## config.mk

```make
export PLATFORM = sky130hd
export DESIGN_NAME = multicycle_control
export DESIGN_NICKNAME = d
export VERILOG_FILES = /design/src/rtl/multicycle_control.sv
export SDC_FILE = /design/constraint.sdc
export NUM_CORES = 1
export LEC_CHECK = 0
export ABC_CLOCK_PERIOD_IN_PS = 5390
export CORE_ASPECT_RATIO = 1.25
export CORE_UTILIZATION = 45
export DETAILED_ROUTE_END_ITERATION = 12
export PLACE_DENSITY = 0.76
export SLEW_MARGIN = 20
export SYNTH_ARGS = -nofsm -noshare
export SYNTH_HDL_FRONTEND = slang
export SYNTH_SLANG_ARGS = --single-unit
```

## constraint.sdc

```tcl
create_clock -name clock -period 5.39 [get_ports clock]
set_clock_uncertainty 0.15 [all_clocks]
set_input_delay 0.8085 -clock clock [delete_from_list [all_inputs] [get_ports clock]]
set_output_delay 0.8085 -clock clock [all_outputs]
set_load 0.03 [all_outputs]
```

## src/rtl/multicycle_control.sv

```systemverilog
// Multi-cycle control sequencer for the Minisys-1A CPU: walks each instruction through
// IF/ID/EXE/MEM/WB, splits memory from IO by address window and diverts to a trap state.
module multicycle_control #(
  parameter int unsigned IO_HIGH_W   = 22,
  parameter int unsigned MEM_TIMEOUT = 15,
  parameter int unsigned IRQ_LINES   = 6
) (
  input  logic                 clock,
  input  logic                 reset,
  input  logic [31:0]          instruction,
  input  logic                 imem_ready,
  input  logic [IO_HIGH_W-1:0] alu_result_high,
  input  logic                 mem_ready,
  input  logic [IRQ_LINES-1:0] int_req,
  input  logic                 int_enable,
  output logic [2:0]           state,
  output logic                 pc_write,
  output logic                 branch_cond,
  output logic                 ir_write,
  output logic                 reg_write,
  output logic                 mem_read,
  output logic                 mem_write,
  output logic                 io_read,
  output logic                 io_write,
  output logic                 trap,
  output logic [2:0]           trap_cause,
  output logic                 eret
);

  localparam int unsigned      CNT_W        = 8;
  localparam logic [CNT_W-1:0] TIMEOUT_LAST = CNT_W'(MEM_TIMEOUT - 1);

  localparam logic [2:0] CAUSE_INT      = 3'd0;
  localparam logic [2:0] CAUSE_SYSCALL  = 3'd1;
  localparam logic [2:0] CAUSE_BREAK    = 3'd2;
  localparam logic [2:0] CAUSE_RESERVED = 3'd3;
  localparam logic [2:0] CAUSE_BUSERR   = 3'd4;

  typedef enum logic [2:0] {
    SINIT = 3'd0,
    SIF   = 3'd1,
    SID   = 3'd2,
    SEXE  = 3'd3,
    SMEM  = 3'd4,
    SWB   = 3'd5,
    STRAP = 3'd6
  } state_e;

  typedef struct packed {
    logic load;
    logic store;
    logic branch;
    logic jump;
    logic link;
    logic wr_reg;
    logic reserved;
    logic syscall;
    logic brk;
    logic eret;
  } class_t;

  state_e           cur, nxt;
  logic [31:0]      ir, ir_nxt;
  class_t           flg, dn;
  logic             is_io, io_n;
  logic [CNT_W-1:0] wait_cnt, cnt_nxt;
  logic [2:0]       cause_nxt;
  logic             irq_pend, mem_done;
  state_e           retire_st;
  logic [2:0]       retire_cause;
  logic             pc_write_q;
  logic             pcw_n;
  logic [5:0]       op, fn;
  logic [4:0]       rs, rt;

  assign state    = cur;
  assign ir_write = (cur == SIF) && imem_ready && !reset;
  assign ir_nxt   = ir_write ? instruction : ir;
  assign irq_pend = (|int_req) && int_enable;
  assign mem_done = is_io || mem_ready;
  // Only the store completion in SMEM reaches pc_write combinationally.
  assign pc_write = pc_write_q || ((cur == SMEM) && flg.store && mem_done && !reset);

  assign op = ir_nxt[31:26];
  assign rs = ir_nxt[25:21];
  assign rt = ir_nxt[20:16];
  assign fn = ir_nxt[5:0];

  // Instruction class decode of the word that IR holds next cycle.
  always_comb begin
    dn = '0;
    case (op)
      6'h00: begin
        case (fn)
          6'h00, 6'h02, 6'h03, 6'h04, 6'h06, 6'h07,
          6'h10, 6'h12,
          6'h20, 6'h21, 6'h22, 6'h23, 6'h24, 6'h25, 6'h26, 6'h27,
          6'h2A, 6'h2B:                        dn.wr_reg = 1'b1;
          6'h08:                               dn.jump = 1'b1;
          6'h09: begin
            dn.jump   = 1'b1;
            dn.link   = 1'b1;
            dn.wr_reg = 1'b1;
          end
          6'h0C:                               dn.syscall = 1'b1;
          6'h0D:                               dn.brk = 1'b1;
          6'h11, 6'h13, 6'h18, 6'h19, 6'h1A, 6'h1B: ;
          default:                             dn.reserved = 1'b1;
        endcase
      end
      6'h01: begin
        case (rt)
          5'h00, 5'h01: dn.branch = 1'b1;
          5'h10, 5'h11: begin
            dn.branch = 1'b1;
            dn.link   = 1'b1;
            dn.wr_reg = 1'b1;
          end
          default:      dn.reserved = 1'b1;
        endcase
      end
      6'h02: dn.jump = 1'b1;
      6'h03: begin
        dn.jump   = 1'b1;
        dn.link   = 1'b1;
        dn.wr_reg = 1'b1;
      end
      6'h04, 6'h05, 6'h06, 6'h07: dn.branch = 1'b1;
      6'h08, 6'h09, 6'h0A, 6'h0B, 6'h0C, 6'h0D, 6'h0E, 6'h0F: dn.wr_reg = 1'b1;
      6'h10: begin
        if (rs == 5'h00)                     dn.wr_reg = 1'b1;
        else if (rs == 5'h04)                dn.wr_reg = 1'b0;
        else if (rs == 5'h10 && fn == 6'h18) dn.eret = 1'b1;
        else                                 dn.reserved = 1'b1;
      end
      6'h20, 6'h21, 6'h23, 6'h24, 6'h25: begin
        dn.load   = 1'b1;
        dn.wr_reg = 1'b1;
      end
      6'h28, 6'h29, 6'h2B: dn.store = 1'b1;
      default: dn.reserved = 1'b1;
    endcase
  end

  // Next state; every retirement into SIF is where a pending interrupt is taken.
  always_comb begin
    nxt          = cur;
    cause_nxt    = trap_cause;
    cnt_nxt      = '0;
    io_n         = is_io;
    retire_st    = irq_pend ? STRAP : SIF;
    retire_cause = irq_pend ? CAUSE_INT : trap_cause;
    case (cur)
      SINIT: nxt = SIF;
      SIF:   if (imem_ready) nxt = SID;
      SID: begin
        if (flg.syscall) begin
          nxt       = STRAP;
          cause_nxt = CAUSE_SYSCALL;
        end else if (flg.brk) begin
          nxt       = STRAP;
          cause_nxt = CAUSE_BREAK;
        end else if (flg.reserved) begin
          nxt       = STRAP;
          cause_nxt = CAUSE_RESERVED;
        end else if (flg.jump && flg.link) begin
          nxt = SWB;
        end else if (flg.jump || flg.eret) begin
          nxt       = retire_st;
          cause_nxt = retire_cause;
        end else begin
          nxt = SEXE;
        end
      end
      SEXE: begin
        io_n = &alu_result_high;
        if (flg.branch && flg.link) begin
          nxt = SWB;
        end else if (flg.branch) begin
          nxt       = retire_st;
          cause_nxt = retire_cause;
        end else if (flg.load || flg.store) begin
          nxt = SMEM;
        end else if (flg.wr_reg) begin
          nxt = SWB;
        end else begin
          nxt       = retire_st;
          cause_nxt = retire_cause;
        end
      end
      SMEM: begin
        if (mem_done) begin
          if (flg.load) begin
            nxt = SWB;
          end else begin
            nxt       = retire_st;
            cause_nxt = retire_cause;
          end
        end else if (wait_cnt == TIMEOUT_LAST) begin
          nxt       = STRAP;
          cause_nxt = CAUSE_BUSERR;
        end else begin
          cnt_nxt = wait_cnt + CNT_W'(1);
        end
      end
      SWB: begin
        nxt       = retire_st;
        cause_nxt = retire_cause;
      end
      STRAP:   nxt = SIF;
      default: nxt = SINIT;
    endcase
  end

  // PC load for the state being entered; branches already loaded PC in SEXE.
  always_comb begin
    pcw_n = 1'b0;
    case (nxt)
      SID:     pcw_n = (dn.jump && !dn.link) || dn.eret;
      SEXE:    pcw_n = dn.branch || !(dn.load || dn.store || dn.wr_reg);
      SWB:     pcw_n = !dn.branch;
      STRAP:   pcw_n = 1'b1;
      default: pcw_n = 1'b0;
    endcase
  end

  always_ff @(posedge clock) begin
    if (reset) begin
      cur         <= SINIT;
      ir          <= '0;
      flg         <= '0;
      is_io       <= 1'b0;
      wait_cnt    <= '0;
      trap_cause  <= CAUSE_INT;
      pc_write_q  <= 1'b0;
      branch_cond <= 1'b0;
      reg_write   <= 1'b0;
      mem_read    <= 1'b0;
      mem_write   <= 1'b0;
      io_read     <= 1'b0;
      io_write    <= 1'b0;
      trap        <= 1'b0;
      eret        <= 1'b0;
    end else begin
      cur         <= nxt;
      ir          <= ir_nxt;
      flg         <= dn;
      is_io       <= io_n;
      wait_cnt    <= cnt_nxt;
      trap_cause  <= cause_nxt;
      pc_write_q  <= pcw_n;
      branch_cond <= (nxt == SEXE) && dn.branch;
      reg_write   <= (nxt == SWB);
      mem_read    <= (nxt == SMEM) && dn.load && !io_n;
      mem_write   <= (nxt == SMEM) && dn.store && !io_n;
      io_read     <= (nxt == SMEM) && dn.load && io_n;
      io_write    <= (nxt == SMEM) && dn.store && io_n;
      trap        <= (nxt == STRAP);
      eret        <= (nxt == SID) && dn.eret;
    end
  end

endmodule

```

# Word-level counts from Yosys, hierarchy flattened

Index checks and enable logic that the tools add are counted.

Output and inout port bits: 16
Flip-flop bits (word level): 66

Reductions and logical operators: 54
Eq/ne operators: 75
Mux-type cells: 56
$add $sub $neg: 1
Bitwise logic cells: 2

Operators by type and width:

| cell               | number |
|---|---|
| $eq 6x6->1 const B | 18 |
| $mux 3             | 27 |
| $eq 6x4->1 const B | 12 |
| $eq 6x5->1 const B | 9 |
| $eq 6x3->1 const B | 7 |
| $mux 32            | 1 |
| $reduce_or 28->1   | 1 |
| $eq 6x2->1 const B | 4 |
| $reduce_and 22->1  | 1 |
| $reduce_or 22->1   | 1 |
| $mux 1             | 19 |
| $reduce_or 19->1   | 1 |
| $eq 3x3->1 const B | 6 |
| $logic_and 1x1->1  | 18 |
| $pmux 3 s6         | 1 |
| $eq 5x5->1 const B | 3 |
| $reduce_or 14->1   | 1 |
| $eq 3x2->1 const B | 4 |
| $logic_not 6->1    | 2 |
| $pmux 1 s4         | 3 |
| $pmux 3 s4         | 1 |
| $reduce_or 4->1    | 3 |
| $logic_not 5->1    | 2 |
| $ne 5x5->1 const B | 2 |
| other kinds (22)   | 41 |

# Depth between registers and ports, before layout

Word-level depth: 12
Depth in mapped cells: 9
Depth with buffers taken out: 7

# Worst setup path before layout

No wires, ideal clock.

Path kind: input-to-reg
Start: in instruction[29]
End: reg flg[3] (netlist name)
Required time: 5.166 ns
Library setup time: 0.074 ns
Cell stages on the path: 6
Arrival time: 2.444 ns
Slack: 2.721 ns
Buffers on the path: 1
Cells stage by stage: buf_6 -> or4_4 -> o41ai_4 -> inv_2 -> or4_1 -> a31oi_1

Longest elaborated chain between the ends: 4
Elaborated cells between the ends (all ways): 28
Those cells by class: eq/ne (24); mux (2); reduce/logical (2)

RTL lines:

| item                                     | line | source |
|---|---|---|
| start, declared                          | 10   | `input logic [31:0] instruction,` |
| $mux 32 *                                | 78   | `assign ir_nxt = ir_write ? instruction : ir;` |
| $eq 6x6->1, or another cell as far along | 92   | `case (op)` |
| $reduce_or 22->1 (no line)               | n/a  |  |
| $pmux 1 s4 *                             | 92   |  |
| end signal, assigned                     | 247  | `flg <= dn;` |
| end, declared                            | 64   | `class_t flg, dn;` |

Mark *: on every way between the ends. The rest lies on a longest branch, timed or not.
A chain may end at the register's enable or synchronous reset.

# Final worst setup path

Start: in imem_ready
End: out ir_write

Longest elaborated chain between the ends: 2

RTL lines:

| item                            | line | source |
|---|---|---|
| start, declared                 | 11   | `input logic imem_ready,` |
| $logic_and 1x1->1 (2 in series) | 77   | `assign ir_write = (cur == SIF) && imem_ready && !reset;` |
| end, declared                   | 19   | `output logic ir_write,` |

No other way between the ends.

==> flow_metrics.tcl <==
set metrics [dict create \
    layout_commonest_cell "clkdlybuf4s50_1" \
    ctsResizeCount 0 \
    syn_area_per_cell_um2 7.75 \
    grt_antenna_before_repair 0 \
    dpl_cell_area_um2 3870 \
    via_per_inst 6.02 \
    drive_above_1_share_pct 6.48 \
    r2r-start "state[0]$_SDFF_PP0_" \
    synth-seq-area-share_pct 35.2 \
    yosys.cell_types.count 63 \
    postSynthCellCount 404 \
    max-slew-margin-rel_pct 51.6 \
    cts_hold_buf 0 \
    die-area_um2 7300 \
    reg2reg_depth 7 \
    drc 0 \
    track_usage_pct 24.2 \
    routed_wl_um 8570 \
    drtAntennaViolNets 0 \
    syn_to_final_growth_pct 26.8 \
    clk_latency_ns 0.31 \
    fmax_mhz 239 \
    synth_edf_count 0 \
    final-seq-area_um2 1100 \
    fin_nets 530 \
    grt_start_max_net_pins 45 \
    synthArstFlopShare_pct 0 \
    cp-start-kind "primary input" \
    antenna_cells 0 \
    post-route-cell-area_um2 3970 \
    final_cell_count_no_fill 550 \
    hp-class "reg -> reg" \
    slowest_stage "clkdlybuf4s50_1" \
    arrival_ns 3.22 \
    h-tree-depth 2 \
    dieHeight_um 95.3 \
    gp_congestion 0.909 \
    yosysWarnings 0 \
    synthFlopType "dfxtp_1" \
    cts_made_buffers 5 \
    routedWlPerCell_um 15.6 \
    criticalPathCategory "in -> out" \
    outcome "completed" \
    postCtsSetupRepairBufs 0 \
    rows 33 \
    port_buffers 69 \
    dp.cells 543 \
    pin_count 81 \
    path_clk_slew_ns 0.10 \
    firstDrtPassIters 5 \
    core_um2 6650 \
    crit_path_frequent_cell "clkdlybuf4s50_1" \
    min_period_ns 4.18 \
    clock-sinks 55 \
    hold_viol 0 \
    setup_viol 0 \
    synth.cell_area_um2 3130 \
    fin_crit_sh_pct 77.5 \
    tns_ns 0 \
    slew_viol_final 0 \
    syn-num-nets 471 \
    cts_tree "built" \
    die_x_um 76.6 \
    whs_ns 0.311 \
    crit_chain "clkdlybuf4s50_1 -> and4bb_1 -> buf_4 -> nand2_4 -> inv_1 -> clkdlybuf4s50_1" \
    start_util_pct 47.1 \
    critical_path.endpoint_type "primary output" \
    multi_input_area_um2 1890 \
    dp_hpwl_um 6340 \
    vias 3312 \
    grt_pass1_wl_um 14100 \
    rsz0062_at_grt "false" \
    worst_pin_slew_ns 0.719 \
    irDropWorstVdd_uv 149 \
    cap_violations 0 \
    cts_buffer_depth 2 \
    r2r_slack_ns 2.36 \
    final_util_pct 59.8 \
    required_ns 4.43 \
    r2r-end "pc_write_q$_SDFF_PP0_" \
    grt_overflow 0 \
    endpoint "ir_write" \
    mostFrequentLayoutCells "clkdlybuf4s50_1 (69), nand2_1 (57), dfxtp_1 (55)" \
    startpoint "imem_ready" \
    hold_depth 2 \
    root_buffer "clkbuf_8" \
    synth_seq_cells 55 \
    cellPowerDensity_nw_per_um2 303 \
    dr.first_iter.drc_count 132 \
    grt_pass1_vias 3145 \
    cp_max_fo 25 \
    power_leakage_nw 1.34 \
    fillers 625 \
    critPathMaxStageDelay_ns 0.77 \
]
[critical path, delay by kind of cell]
kind                   cells  cell delay [ns]
and+or+nand+nor            2             0.43
buffers and inverters      4             1.97
[stage by stage]
| stage | setup slack (ns) | power, mW |
|---|---|---|
| floorplan | 2.72 | 0.790 |
| global placement | 1.25 | 0.929 |
| detailed placement | 1.22 | 0.934 |
| CTS | 1.22 | 1.20 |
| global route | 1.06 | 1.27 |
| finish | 1.21 | 1.20 |
[layer usage]
layer | global-route usage [%] | share of wire (%)
met1 | 25.2 | 40
met2 | 45.3 | 50
met3 | 4.59 | 6.7
met4 | 14.7 | 3.1
met5 | 0 | 0
[sequential cells by signal, summed over array words and instances (netlist names)]
signal / cells
io_read: 1
reg_write: 1
io_write: 1
ir: 21
mem_read: 1
state: 3
eret: 1
trap_cause: 3
branch_cond: 1
mem_write: 1
pc_write_q: 1
trap: 1
wait_cnt: 8
flg: 10
is_io: 1
[cells in the mapped netlist (6+ instances only)]
master | number | share of area (%)
dfxtp_1 | 55 | 35
or4_1 | 6 | 1.4
a31oi_1 | 8 | 1.6
nor3_1 | 14 | 2.2
a21oi_1 | 39 | 6.2
clkbuf_1 | 13 | 1.6
nor4_1 | 12 | 2.4
nand2_1 | 57 | 6.8
a211oi_1 | 7 | 1.7
nor2_1 | 37 | 4.4
nand3_1 | 9 | 1.4
inv_1 | 12 | 1.4
nand4_1 | 14 | 2.8
o21ai_0 | 14 | 2.2
nand2b_1 | 8 | 1.6
[where the power goes]
part | leakage, nW | internal, mW | switching (mW)
clock network | 0.0502 | 0.136 | 0.135
logic | 0.848 | 0.187 | 0.247
registers | 0.446 | 0.445 | 0.0524
total | 1.34 | 0.769 | 0.434
[layout make-up]
class,count,share of cell area (%)
Clock buffer,5,1.73
Inverter,14,1.32
Timing Repair Buffer,72,18.0
Sequential cell,55,27.7
Clock inverter,2,0.945
Tap cell,87,2.74
Multi-Input combinational cell,315,47.6
[how the worst min path moves through the flow]
stage | startpoint | slack (ns) | endpoint
after CTS | ir[20]$_SDFF_PP0_ | 0.31 | ir[20]$_SDFF_PP0_
after global routing | ir[19]$_SDFF_PP0_ | 0.33 | ir[19]$_SDFF_PP0_
after global placement | ir[20]$_SDFF_PP0_ | 0.29 | ir[20]$_SDFF_PP0_
final | ir[19]$_SDFF_PP0_ | 0.31 | ir[19]$_SDFF_PP0_
after floorplan | ir[23]$_SDFF_PP0_ | 0.28 | ir[23]$_SDFF_PP0_
after detailed placement | ir[20]$_SDFF_PP0_ | 0.30 | ir[20]$_SDFF_PP0_
[cells by family after synthesis]
kind of cell             synth area share (%)
XOR/XNOR                                 1.40
flip-flops                               35.2
AO/OA/AOI/OAI                            22.8
AND/OR/NAND/NOR                          32.7
multiplexers                             2.68
buffers and inverters                    4.47
adder cells (fa/ha/maj)                 0.799
(Power assumes the default switching activity.)
